## config.mk

```make
export PLATFORM = sky130hd
export DESIGN_NAME = ddr_rd_arb_flat
export DESIGN_NICKNAME = d
export VERILOG_FILES = /design/src/rtl/ddr_rd_arb_if.sv /design/src/rtl/ddr_rd_arb.sv /design/src/flat_wrapper.sv
export SDC_FILE = /design/constraint.sdc
export NUM_CORES = 1
export LEC_CHECK = 0
export ABC_AREA = 1
export BUFFER_PORTS_ARGS = -buffer_cell sky130_fd_sc_hd__buf_2
export CAP_MARGIN = 0
export CORE_ASPECT_RATIO = 1.25
export CORE_UTILIZATION = 40
export CTS_CLUSTER_SIZE = 16
export DETAILED_ROUTE_END_ITERATION = 10
export PLACE_DENSITY = 0.69
export SYNTH_ARGS = -nofsm -noshare
export SYNTH_HDL_FRONTEND = slang
export SYNTH_SLANG_ARGS = --single-unit
```

## constraint.sdc

```tcl
create_clock -name clk -period 11.56 [get_ports clk]
set_input_delay 1.156 -clock clk [delete_from_list [all_inputs] [get_ports clk]]
set_output_delay 1.156 -clock clk [all_outputs]
set_load 0.05 [all_outputs]
```

## src/rtl/ddr_rd_arb_if.sv

```systemverilog
// Bundle between the DDR read arbiter and its environment: requester
// descriptors, loader data steering, DDR beat handshake, address generator.
interface ddr_rd_arb_if #(
    parameter int REQ_NUM    = 3,
    parameter int DDR_ADDR_W = 32,
    parameter int BURST_W    = 8
);
    localparam int IDW = (REQ_NUM > 1) ? $clog2(REQ_NUM) : 1;

    logic [REQ_NUM-1:0]                 req_valid;
    logic [REQ_NUM-1:0]                 req_ready;
    logic [REQ_NUM-1:0][DDR_ADDR_W-1:0] req_st_addr;
    logic [REQ_NUM-1:0][BURST_W-1:0]    req_burst;
    logic [REQ_NUM-1:0][DDR_ADDR_W-1:0] req_step;
    logic [REQ_NUM-1:0][BURST_W-1:0]    req_burst_num;
    logic [REQ_NUM-1:0]                 req_done;

    logic [REQ_NUM-1:0]                 cons_valid;
    logic [REQ_NUM-1:0]                 cons_ready;

    logic                               ddr_valid;
    logic                               ddr_ready;

    logic                               ag_start;
    logic [DDR_ADDR_W-1:0]              ag_st_addr;
    logic [BURST_W-1:0]                 ag_burst;
    logic [DDR_ADDR_W-1:0]              ag_step;
    logic [BURST_W-1:0]                 ag_burst_num;
    logic                               ag_done;

    logic                               busy;
    logic [IDW-1:0]                     grant_id;

    modport slave (
        input  req_valid, req_st_addr, req_burst, req_step, req_burst_num,
        input  cons_ready, ddr_valid, ag_done,
        output req_ready, req_done, cons_valid, ddr_ready,
        output ag_start, ag_st_addr, ag_burst, ag_step, ag_burst_num,
        output busy, grant_id
    );

    modport master (
        output req_valid, req_st_addr, req_burst, req_step, req_burst_num,
        output cons_ready, ddr_valid, ag_done,
        input  req_ready, req_done, cons_valid, ddr_ready,
        input  ag_start, ag_st_addr, ag_burst, ag_step, ag_burst_num,
        input  busy, grant_id
    );
endinterface

```

## src/rtl/ddr_rd_arb.sv

```systemverilog
// Round-robin sharing of one DDR read channel among buffer loaders.
// Ports: clk, rst (async active-low), bus (ddr_rd_arb_if.slave).
module ddr_rd_arb #(
    parameter int REQ_NUM    = 3,
    parameter int DDR_ADDR_W = 32,
    parameter int BURST_W    = 8
) (
    input  logic             clk,
    input  logic             rst,
    ddr_rd_arb_if.slave      bus
);
    localparam int IDW = (REQ_NUM > 1) ? $clog2(REQ_NUM) : 1;
    localparam int CW  = 2 * BURST_W;

    typedef enum logic [1:0] {
        IDLE = 2'd0,
        RUN  = 2'd1,
        FIN  = 2'd2
    } state_t;

    state_t                state_q, state_d;
    logic [IDW-1:0]        rr_ptr_q;
    logic [IDW-1:0]        grant_q;
    logic [CW-1:0]         cnt_q;
    logic                  addr_done_q;
    logic                  ag_start_q;
    logic                  busy_q;
    logic [REQ_NUM-1:0]    req_done_q;
    logic [DDR_ADDR_W-1:0] ag_st_addr_q;
    logic [BURST_W-1:0]    ag_burst_q;
    logic [DDR_ADDR_W-1:0] ag_step_q;
    logic [BURST_W-1:0]    ag_burst_num_q;

    logic                  win_vld;
    logic [IDW-1:0]        win_id;
    logic [IDW-1:0]        win_nxt;
    logic                  accept;
    logic [CW-1:0]         beats;
    logic [REQ_NUM-1:0]    req_ready_c;
    logic [REQ_NUM-1:0]    cons_valid_c;
    logic                  ddr_ready_c;
    logic                  xfer;
    logic [CW-1:0]         cnt_dec;
    logic                  run_last;
    logic [IDW-1:0]        done_id;

    // Scan from the highest offset down so the closest requester
    // to rr_ptr is the last (winning) assignment.
    always_comb begin : rr_search
        int idx;
        win_vld = 1'b0;
        win_id  = '0;
        idx     = 0;
        for (int k = REQ_NUM - 1; k >= 0; k--) begin
            idx = (int'(rr_ptr_q) + k) % REQ_NUM;
            if (bus.req_valid[idx]) begin
                win_vld = 1'b1;
                win_id  = IDW'(idx);
            end
        end
    end

    assign win_nxt = (win_id == IDW'(REQ_NUM - 1)) ? '0 : win_id + 1'b1;
    assign accept  = (state_q == IDLE) && win_vld && rst;
    assign beats   = CW'(bus.req_burst[win_id]) * CW'(bus.req_burst_num[win_id]);

    always_comb begin
        req_ready_c = '0;
        if (accept)
            req_ready_c[win_id] = 1'b1;
    end

    // Steering is closed once the count is exhausted, so beats beyond
    // the descriptor are held off rather than delivered or dropped.
    always_comb begin
        cons_valid_c = '0;
        ddr_ready_c  = 1'b0;
        if (state_q == RUN && cnt_q != '0) begin
            cons_valid_c[grant_q] = bus.ddr_valid;
            ddr_ready_c           = bus.cons_ready[grant_q];
        end
    end

    assign xfer     = bus.ddr_valid && ddr_ready_c;
    assign cnt_dec  = cnt_q - CW'(xfer);
    assign run_last = (cnt_dec == '0) && (addr_done_q || bus.ag_done);
    assign done_id  = accept ? win_id : grant_q;

    always_comb begin
        state_d = state_q;
        unique case (state_q)
            IDLE: if (accept) state_d = (beats != '0) ? RUN : FIN;
            RUN:  if (run_last) state_d = FIN;
            FIN:  state_d = IDLE;
            default: state_d = IDLE;
        endcase
    end

    always_ff @(posedge clk or negedge rst) begin
        if (!rst) begin
            state_q        <= IDLE;
            rr_ptr_q       <= '0;
            grant_q        <= '0;
            cnt_q          <= '0;
            addr_done_q    <= 1'b0;
            ag_start_q     <= 1'b0;
            busy_q         <= 1'b0;
            req_done_q     <= '0;
            ag_st_addr_q   <= '0;
            ag_burst_q     <= '0;
            ag_step_q      <= '0;
            ag_burst_num_q <= '0;
        end else begin
            state_q    <= state_d;
            busy_q     <= (state_d != IDLE);
            ag_start_q <= accept && (beats != '0);
            req_done_q <= '0;
            if (state_d == FIN && state_q != FIN)
                req_done_q <= REQ_NUM'(1) << done_id;
            if (accept) begin
                ag_st_addr_q   <= bus.req_st_addr[win_id];
                ag_burst_q     <= bus.req_burst[win_id];
                ag_step_q      <= bus.req_step[win_id];
                ag_burst_num_q <= bus.req_burst_num[win_id];
                grant_q        <= win_id;
                rr_ptr_q       <= win_nxt;
                cnt_q          <= beats;
                addr_done_q    <= 1'b0;
            end else begin
                if (state_q == RUN)
                    cnt_q <= cnt_dec;
                if (bus.ag_done)
                    addr_done_q <= 1'b1;
            end
        end
    end

    assign bus.req_ready    = req_ready_c;
    assign bus.req_done     = req_done_q;
    assign bus.cons_valid   = cons_valid_c;
    assign bus.ddr_ready    = ddr_ready_c;
    assign bus.ag_start     = ag_start_q;
    assign bus.ag_st_addr   = ag_st_addr_q;
    assign bus.ag_burst     = ag_burst_q;
    assign bus.ag_step      = ag_step_q;
    assign bus.ag_burst_num = ag_burst_num_q;
    assign bus.busy         = busy_q;
    assign bus.grant_id     = grant_q;
endmodule

```

## src/flat_wrapper.sv

```systemverilog
// flat-port wrapper written by rule: the top's interface ports become plain ports
module ddr_rd_arb_flat 
#(
    parameter int REQ_NUM    = 3,
    parameter int DDR_ADDR_W = 32,
    parameter int BURST_W    = 8
)
  (clk, rst, bus_req_valid, bus_req_st_addr, bus_req_burst, bus_req_step, bus_req_burst_num, bus_cons_ready, bus_ddr_valid, bus_ag_done, bus_req_ready, bus_req_done, bus_cons_valid, bus_ddr_ready, bus_ag_start, bus_ag_st_addr, bus_ag_burst, bus_ag_step, bus_ag_burst_num, bus_busy, bus_grant_id);
  ddr_rd_arb_if #(.REQ_NUM(REQ_NUM), .DDR_ADDR_W(DDR_ADDR_W), .BURST_W(BURST_W)) bus_i ();
  input  logic clk;
  input  logic rst;
  input wire logic [$bits(bus_i.req_valid)-1:0] bus_req_valid;
  input wire logic [$bits(bus_i.req_st_addr)-1:0] bus_req_st_addr;
  input wire logic [$bits(bus_i.req_burst)-1:0] bus_req_burst;
  input wire logic [$bits(bus_i.req_step)-1:0] bus_req_step;
  input wire logic [$bits(bus_i.req_burst_num)-1:0] bus_req_burst_num;
  input wire logic [$bits(bus_i.cons_ready)-1:0] bus_cons_ready;
  input wire logic [$bits(bus_i.ddr_valid)-1:0] bus_ddr_valid;
  input wire logic [$bits(bus_i.ag_done)-1:0] bus_ag_done;
  output wire logic [$bits(bus_i.req_ready)-1:0] bus_req_ready;
  output wire logic [$bits(bus_i.req_done)-1:0] bus_req_done;
  output wire logic [$bits(bus_i.cons_valid)-1:0] bus_cons_valid;
  output wire logic [$bits(bus_i.ddr_ready)-1:0] bus_ddr_ready;
  output wire logic [$bits(bus_i.ag_start)-1:0] bus_ag_start;
  output wire logic [$bits(bus_i.ag_st_addr)-1:0] bus_ag_st_addr;
  output wire logic [$bits(bus_i.ag_burst)-1:0] bus_ag_burst;
  output wire logic [$bits(bus_i.ag_step)-1:0] bus_ag_step;
  output wire logic [$bits(bus_i.ag_burst_num)-1:0] bus_ag_burst_num;
  output wire logic [$bits(bus_i.busy)-1:0] bus_busy;
  output wire logic [$bits(bus_i.grant_id)-1:0] bus_grant_id;
  assign bus_i.req_valid = bus_req_valid;
  assign bus_i.req_st_addr = bus_req_st_addr;
  assign bus_i.req_burst = bus_req_burst;
  assign bus_i.req_step = bus_req_step;
  assign bus_i.req_burst_num = bus_req_burst_num;
  assign bus_i.cons_ready = bus_cons_ready;
  assign bus_i.ddr_valid = bus_ddr_valid;
  assign bus_i.ag_done = bus_ag_done;
  assign bus_req_ready = bus_i.req_ready;
  assign bus_req_done = bus_i.req_done;
  assign bus_cons_valid = bus_i.cons_valid;
  assign bus_ddr_ready = bus_i.ddr_ready;
  assign bus_ag_start = bus_i.ag_start;
  assign bus_ag_st_addr = bus_i.ag_st_addr;
  assign bus_ag_burst = bus_i.ag_burst;
  assign bus_ag_step = bus_i.ag_step;
  assign bus_ag_burst_num = bus_i.ag_burst_num;
  assign bus_busy = bus_i.busy;
  assign bus_grant_id = bus_i.grant_id;
  ddr_rd_arb #(.REQ_NUM(REQ_NUM), .DDR_ADDR_W(DDR_ADDR_W), .BURST_W(BURST_W)) u_core (.clk(clk), .rst(rst), .bus(bus_i));
endmodule
```

==> Word level (Yosys, flattened, before mapping) <==
Index checks and enable logic that the tools add are counted.
{ "word_totals": {"regBits": 108, "word_cells": 93, "in_bits": 250} }
{ "classes": {"mux": 43, "eq_ne": 4, "n_bitwise": 1, "addsub": 4, "multipliers": 1, "n_shift": 1, "magnitude_cmp": 7, "div_mod_pow": 3, "n_reduce_logical": 17} }
{ "ops": {"columns": ["operator", "n"], "rows": [
  ["binary-select mux 32 bit (select 2 bit)", 2],
  ["< comparator 32 x 4 -> 1 bit (second input constant)", 3],
  ["modulo 32 x 3 -> 32 bit (second input constant)", 2],
  ["2-to-1 mux 32 bit", 2],
  ["binary-select mux 8 bit (select 2 bit)", 2],
  ["modulo 3 x 3 -> 32 bit (second input constant)", 1],
  ["2-to-1 mux 16 bit", 2],
  ["nonzero test 16 bit", 2],
  ["logical NOT 16 bit", 1],
  ["multiplier 8 x 8 -> 16 bit", 1],
  ["2-to-1 mux 2 bit", 8],
  ["2-to-1 mux 8 bit", 2],
  ["subtractor 16 x 1 -> 16 bit", 1],
  ["2-to-1 mux 1 bit", 15],
  ["logical AND 1 bit", 9],
  ["2-to-1 mux 3 bit", 3],
  ["binary-select mux 1 bit (select 2 bit)", 4],
  ["< comparator 2 x 3 -> 1 bit (second input constant)", 2],
  ["nonzero test 2 bit", 3],
  ["demux 1 bit (select 2 bit)", 2],
  ["== test 2 bit (second input constant)", 2],
  [">= comparator 2 x 1 -> 1 bit (second input constant)", 2],
  ["case mux 2 bit (2 select lines)", 1],
  ["adder 2 x 1 -> 3 bit (second input constant)", 1],
  ["8 further kinds", 8]
]} }

==> Longest topological paths before layout <==
Gate-level depths: netlist (run 1).
{ "depth": {"word_depth": 18, "depth_mapped": 36, "mapped_depth_nobuf": 35} }

==> Worst setup path after synthesis (run 1) <==
OpenSTA, ideal clock, no wires.
{ "synth_timing": {"path_kind": "input to register", "start": "input port bus_req_valid[0]", "end": "register u_core.req_done_q[0] (netlist: u_core.bus.req_done[0])", "slack_ns": 5.603, "arrival_ns": 5.885, "stages": 31, "setup_time_ns": 0.072, "required_ns": 11.488, "cell_sequence": "inv_1 > nand2_4 > nand3_4 > nand2_4 > nor2_2 > nand2_2 > nand2_2 > inv_2 > buf_2 > o21ai_0 > nand2_1 > o21ai_1 > inv_1 > nand2_1 > fa_1 > fa_1 > fa_1 > fa_1 > inv_1 > ha_1 > nand2_1 > inv_1 > nand3_1 > nand3_1 > nand2_1 > o21ai_0 > xnor2_1 > nand2_1 > o21bai_4 > nand3_2 > nor2_1"} }
{ "synth_via": {"elab_chain_len": 16} }
{ "synth_rtl": {"columns": ["item", "line_no", "text"], "rows": [
  ["from (decl)", "flat_wrapper.sv:12", "input wire logic [$bits(bus_i.req_valid)-1:0] bus_req_valid;"],
  ["binary-select mux 1 bit (select 2 bit)", "ddr_rd_arb.sv:56", "if (bus.req_valid[idx]) begin"],
  ["2-to-1 mux 1 bit (not written as such) (2 in series)", "ddr_rd_arb.sv:56", null],
  ["2-to-1 mux 2 bit (3 in series)", "ddr_rd_arb.sv:56", null],
  ["binary-select mux 8 bit (select 2 bit)", "ddr_rd_arb.sv:65", "assign beats = CW'(bus.req_burst[win_id]) * CW'(bus.req_burst_num[win_id]);"],
  ["2-to-1 mux 8 bit (not written as such)", "ddr_rd_arb.sv:65", null],
  ["multiplier 8 x 8 -> 16 bit", "ddr_rd_arb.sv:65", null],
  ["nonzero test 16 bit", "ddr_rd_arb.sv:92", "IDLE: if (accept) state_d = (beats != '0) ? RUN : FIN;"],
  ["2-to-1 mux 2 bit (2 in series)", "ddr_rd_arb.sv:92", null],
  ["case mux 2 bit (2 select lines)", "ddr_rd_arb.sv:91", "unique case (state_q)"],
  ["== test 2 bit", "ddr_rd_arb.sv:118", "if (state_d == FIN && state_q != FIN)"],
  ["logical AND 1 bit", "ddr_rd_arb.sv:118", null],
  ["2-to-1 mux 3 bit *", "ddr_rd_arb.sv:118", null],
  ["to (signal assigned)", "ddr_rd_arb.sv:119", "req_done_q <= REQ_NUM'(1) << done_id;"],
  ["to (decl)", "ddr_rd_arb.sv:28", "logic [REQ_NUM-1:0] req_done_q;"]
]} }
Every way passes the cells marked *; elsewhere a longest branch is shown, timed or not. The select of a mux whose other input is x is not followed.
A chain may end at the register's enable or synchronous reset.

==> Final worst setup path (run 1) <==
Ends and elaborated chain as after synthesis.

==> metrics.txt, run 1 <==
final setup violation count 0; Critical Path Start Type primary input; cell taking the most area after synthesis dfrtp_1; Post-synth top flop dfrtp_1; nets approximately 1700; R2R depth 29; CP Buf/Inv Count 6; CTS tree built; Clock Tree Buf Depth 2; crit path from bus_req_valid[0]; RSZ-0062 raised after global routing no; die area approximately 21000 um2; Starting Density 40.8%; Final Skew 0.0164 ns; setup TNS 0 ns; Placeable Area ~20000 um2; max-cap violations 0; fmax 140 MHz; crit-path max cell delay 0.58 ns; synthesized area per cell 7.58 um2; Clk pin slew, worst setup/hold paths 0.08 ns; WS Path Type primary input to flop; worst reg2reg endpoint u_core.bus.req_done[0]; Area Overhead vs Synth 27.0%; RePlAce Congestion approximately 0.94; largest net degree at the start of global routing between 80 and 90; Post-CTS Setup Bufs 0; Final min period 7.16 ns; Final period util 61.9%; status finished, final reports clean; Critical Path Fanout Max 44; most repeated library cell on the critical path nand2_1; Worst slew margin 40.0%; first-pass GRT wire length 40500 um; DP HPWL 20700 um; most common cell in the netlist nand2_1; CP endpoint kind flop; via count 8487; Required @ worst endpoint 11.85 ns; Residual DRC 0; initial antenna violation count 7; I/O Pins ~340; reg-to-reg startpoint u_core.rr_ptr_q[0]; htree depth 3; DRT antenna net count 0; Cell variety after synth 48; vias per inst around 5.1; R2R setup slack about 4.5 ns; initial DRC count 440; post_cts resized 0; Num CTS Buffers 9; DR WL/cell 15.8 um; yosys warns 0; Synth async-reset ratio 100%; Max Slew Vio Count 0; vias in the first global route about 8000; leading post-synthesis cells by instance count nand2_1 (249), inv_1 (156), dfrtp_1 (108); main area contributors after synthesis dfrtp_1 (33%), nand2_1 (11%), fa_1 (8.8%), inv_1 (7.1%), o21ai_0 (6.2%); critical path depth in cells 28; Total GRT Usage 24.8%; Crit path max-delay family adder cells; synthesized instance count 1081; Synth top area share 33.0%; IO Port Bufs around 340; Root Buffer clkbuf_16; worst skew pair latency approximately 0.37 ns; CTS Hold Buffers Added 0; worst setup path end u_core.bus.req_done[0]; cell row count 58; Post-synth EDFFs 0; slowest stage cell, crit path buf_4; Post-Syn Area 8200 um2; Hold WC Path Type flop to flop; Final Hold Viols 0; syn nets 1407; register bit total from synthesis 108; Seq/Total Area, Yosys 33.0%; CP arrival ~7.4 ns; CTS Sinks 108; Total Routed Length 26400 um; gr ovfl total 0; Worst-Margin Slew 0.900 ns; detailed-router iteration count before antenna repair 5; share of cells above drive strength 1 between 20 and 30%; Die Y 162 um; DIE WIDTH 130 um
==> layout by cell type, fill, tap and decap left out, types with 2 or more instances in the layout <==
cell type	Yosys	routed
diode_2	0	3
nand3_1	28	28
buf_2	19	342
nor3_1	6	6
o211ai_1	2	2
nand3_2	3	3
o21ai_0	102	102
o21bai_1	2	2
ha_1	40	40
nand2_2	4	3
clkinv_8	0	3
a31oi_1	4	4
nor2_4	1	2
a41oi_1	13	13
inv_6	0	3
xnor2_1	5	5
and2_1	2	2
dfrtp_1	108	108
nand2_4	2	3
xor2_1	12	12
a21oi_1	68	68
nor2_1	86	85
o21ai_1	7	7
nand4_1	4	4
fa_1	36	36
buf_4	2	7
clkbuf_16	0	9
o21a_1	14	14
nand2_1	249	249
inv_1	156	156
o221ai_1	4	4
inv_2	8	8
a22oi_1	51	51
nand3b_1	2	2
==> logic make-up after synthesis <==
kind of cell	share of synthesized area [%]
buffers and inverters	10.2
and+or+nand+nor	20.2
AOI/OAI and AO/OA	19.9
xor gates and xnor gates	1.82
DFF	33.0
adders and majority gates	14.9
==> registers in the layout, summed over array words and instances (netlist names) <==
register,count
u_core.bus.grant_id,2
u_core.rr_ptr_q,2
u_core.cnt_q,16
u_core.bus.ag_st_addr,32
u_core.bus.ag_start,1
u_core.addr_done_q,1
u_core.state_q,2
u_core.bus.ag_step,32
u_core.bus.ag_burst,8
u_core.bus.req_done,3
u_core.bus.busy,1
u_core.bus.ag_burst_num,8
==> stage by stage <==
stage          util, %  hold WS (ns)  worst slack [ns]  std cells  area [um2]
3_3_place_gp      50.2         0.465              4.19       1652       10100
5_1_grt           51.8         0.517              3.87       1669       10400
3_5_place_dp      50.2         0.471              4.07       1652       10100
2_1_floorplan        -         0.469              5.60       1081        8200
4_1_cts           51.7         0.491              4.44       1668       10400
6_report          51.8         0.487              4.40       1671       10400
==> how the worst min path moves through the flow <==
stage	startpoint	to	slack [ns]	cells after the start
after floorplan	u_core.cnt_q[11]	u_core.cnt_q[11]	0.47	2
after global placement	u_core.bus.ag_burst_num[1]	u_core.bus.ag_burst_num[1]	0.46	2
after detailed placement	u_core.bus.ag_burst_num[0]	u_core.bus.ag_burst_num[0]	0.47	2
after CTS	u_core.bus.ag_burst_num[0]	u_core.bus.ag_burst_num[0]	0.49	2
after global routing	u_core.bus.ag_burst_num[7]	u_core.bus.ag_burst_num[7]	0.52	2
final	u_core.bus.ag_burst_num[0]	u_core.bus.ag_burst_num[0]	0.49	2
==> metal layers <==
layer  share of wire (%)  up-vias  global-route usage, %
met2                  49      356                   42.7
met3                 9.0       46                   6.36
met1                  39     3927                   29.5
met5                0.19        -                      0
li1                    -     4150                      -
met4                 2.7        8                   8.62
==> area by class of cell <==
class                      count  area [um2]
timing repair buffer         349        1760
fill                        2010        9690
antenna                        3        7.51
sequential                   108        2700
tap                          270         338
inverter                     164         616
clock buffer                   9         225
clock inverter                 7        86.3
multi-input combinational    761        4670
==> worst reg2reg max path, delay by kind of cell (launching register included) <==
| kind | cells | cell delay [ns] |
|---|---|---|
| AOI/OAI and AO/OA | 5 | 0.94 |
| buffers and inverters | 6 | 1.51 |
| and+or+nand+nor | 11 | 1.23 |
| DFF | 1 | 0.36 |
| adders and majority gates | 6 | 2.79 |
| xor gates and xnor gates | 1 | 0.21 |
Power of run 1 is left out: the tool's default activity adds up to more than one toggle a clock period on the data nets, which glitch-free logic cannot reach.
==> run 2: changes to the inputs <==
- clock period: 11.56 -> 7 ns (I/O delays scaled with it)
==> metrics.txt, run 2 (synthesis results as in run 1) <==
Final Hold Viols 0; Clk pin slew, worst setup/hold paths 0.07 ns; IO Port Bufs 343; cell row count 58; share of cells above drive strength 1 28.1%; most repeated library cell on the critical path nand2_1; hold slack approximately 0.37 ns; nets 1721; largest net degree at the start of global routing 76; Worst slew margin 47.7%; post_cts resized 0; Critical Path Fanout Max 18; Worst-Margin Slew 0.784 ns; via count 8537; Hold WC Path Type primary input to async pin; detailed-router iteration count before antenna repair 5; Post-CTS Setup Bufs 0; Required @ worst endpoint 7.29 ns; DP HPWL around 21000 um; final setup violation count 0; fill count 2036; die area ~21000 um2; CP arrival 6.64 ns; crit-path max cell delay 0.56 ns; slowest stage cell, crit path fa_1; max-cap violations 0; Total GRT Usage 24.9%; R2R setup slack 0.65 ns; Num CTS Buffers 9; htree depth 3; WS Path Type flop to flop; CTS Hold Buffers Added 0; RSZ-0062 raised after global routing no; Placeable Area 20100 um2; Starting Density around two fifths; CTS tree built; crit path from u_core.rr_ptr_q[0]; RePlAce Congestion between 0.9 and 1; gr ovfl total 0; reg-to-reg startpoint u_core.rr_ptr_q[0]; Residual DRC 0; DRT antenna net count 0; Max Slew Vio Count 0; setup TNS 0 ns; Area Overhead vs Synth 27.1%; Die Y 162 um; Clock Tree Buf Depth 2; I/O Pins 344; CTS Sinks around 110; first-pass GRT wire length 40500 um; DIE WIDTH 130 um; vias per inst 5.10; vias in the first global route 7954; DR WL/cell 16.0 um; status finished, final reports clean; R2R depth 30; CP endpoint kind flop; worst skew pair latency 0.36 ns; Final min period 6.35 ns; Critical Path Start Type flop; initial antenna violation count 7; Final Skew 0.00971 ns; worst reg2reg endpoint u_core.bus.req_done[1]; Final period util about nine tenths; Root Buffer clkbuf_16; Total Routed Length approximately 27000 um; initial DRC count between 400 and 500; most frequent cells in the layout buf_2 (342), nand2_1 (249), inv_1 (156); fmax between 150 and 200 MHz; most common cell after layout, fill and taps aside buf_2
-- run 2: cell count changes in the layout (fill, tap and decap cells not counted), sizes merged --
| cell | previous run | this run |
|---|---|---|
| clkinvlp | 0 | 1 |
| inv | 168 | 167 |
| buf | 349 | 351 |
-- run 2: final cells by class --
| cell class | count | area, um2 | share of cell area (%) |
|---|---|---|---|
| diodes | 3 | 7.51 | 0.0721 |
| multi-input cells | 761 | 4670 | 44.8 |
| flip-flops and latches | 108 | 2700 | 25.9 |
| inverters | 164 | 616 | 5.91 |
| clock inverters | 7 | 77.6 | 0.745 |
| clock buffers | 9 | 225 | 2.16 |
| well taps | 270 | 338 | 3.24 |
| repair buffers | 351 | 1780 | 17.1 |
-- run 2: metrics by stage --
step	util, %	std cells	setup WS (ns)	cell area, um2
after floorplan	-	1081	1.45	8200
after global placement	50.3	1654	0.796	10100
after detailed placement	50.3	1654	0.642	10100
after CTS	51.8	1670	0.634	10400
after global routing	51.8	1672	0.0557	10400
final	51.8	1673	0.647	10400
-- run 2: how the worst max path moves through the flow --
stage                        endpoint  slack [ns]
5_1_grt        u_core.bus.req_done[1]        0.06
3_5_place_dp   u_core.bus.req_done[1]        0.64
6_report       u_core.bus.req_done[1]        0.65
4_1_cts        u_core.bus.req_done[1]        0.63
3_3_place_gp   u_core.bus.req_done[1]        0.80
2_1_floorplan  u_core.bus.req_done[0]        1.45
-- run 2: critical path, delay by kind of cell, from the launching register on --
family | cells | cell delay [ns]
xor gates and xnor gates | 1 | 0.20
and+or+nand+nor | 15 | 1.57
DFF | 1 | 0.36
AOI/OAI and AO/OA | 3 | 0.72
adders and majority gates | 6 | 2.77
buffers and inverters | 5 | 0.64
-- run 2: per-layer routing --
layer	share of wire, %	routed length, um	vias up	track usage, %
met5	0.21	56	-	0
met4	3.3	881	8	11.1
met3	6.5	1740	58	5.53
met2	48	12900	305	41.6
met1	42	11200	4012	30.4
li1	-	-	4154	-
Power of run 2 is left out for the same reason.
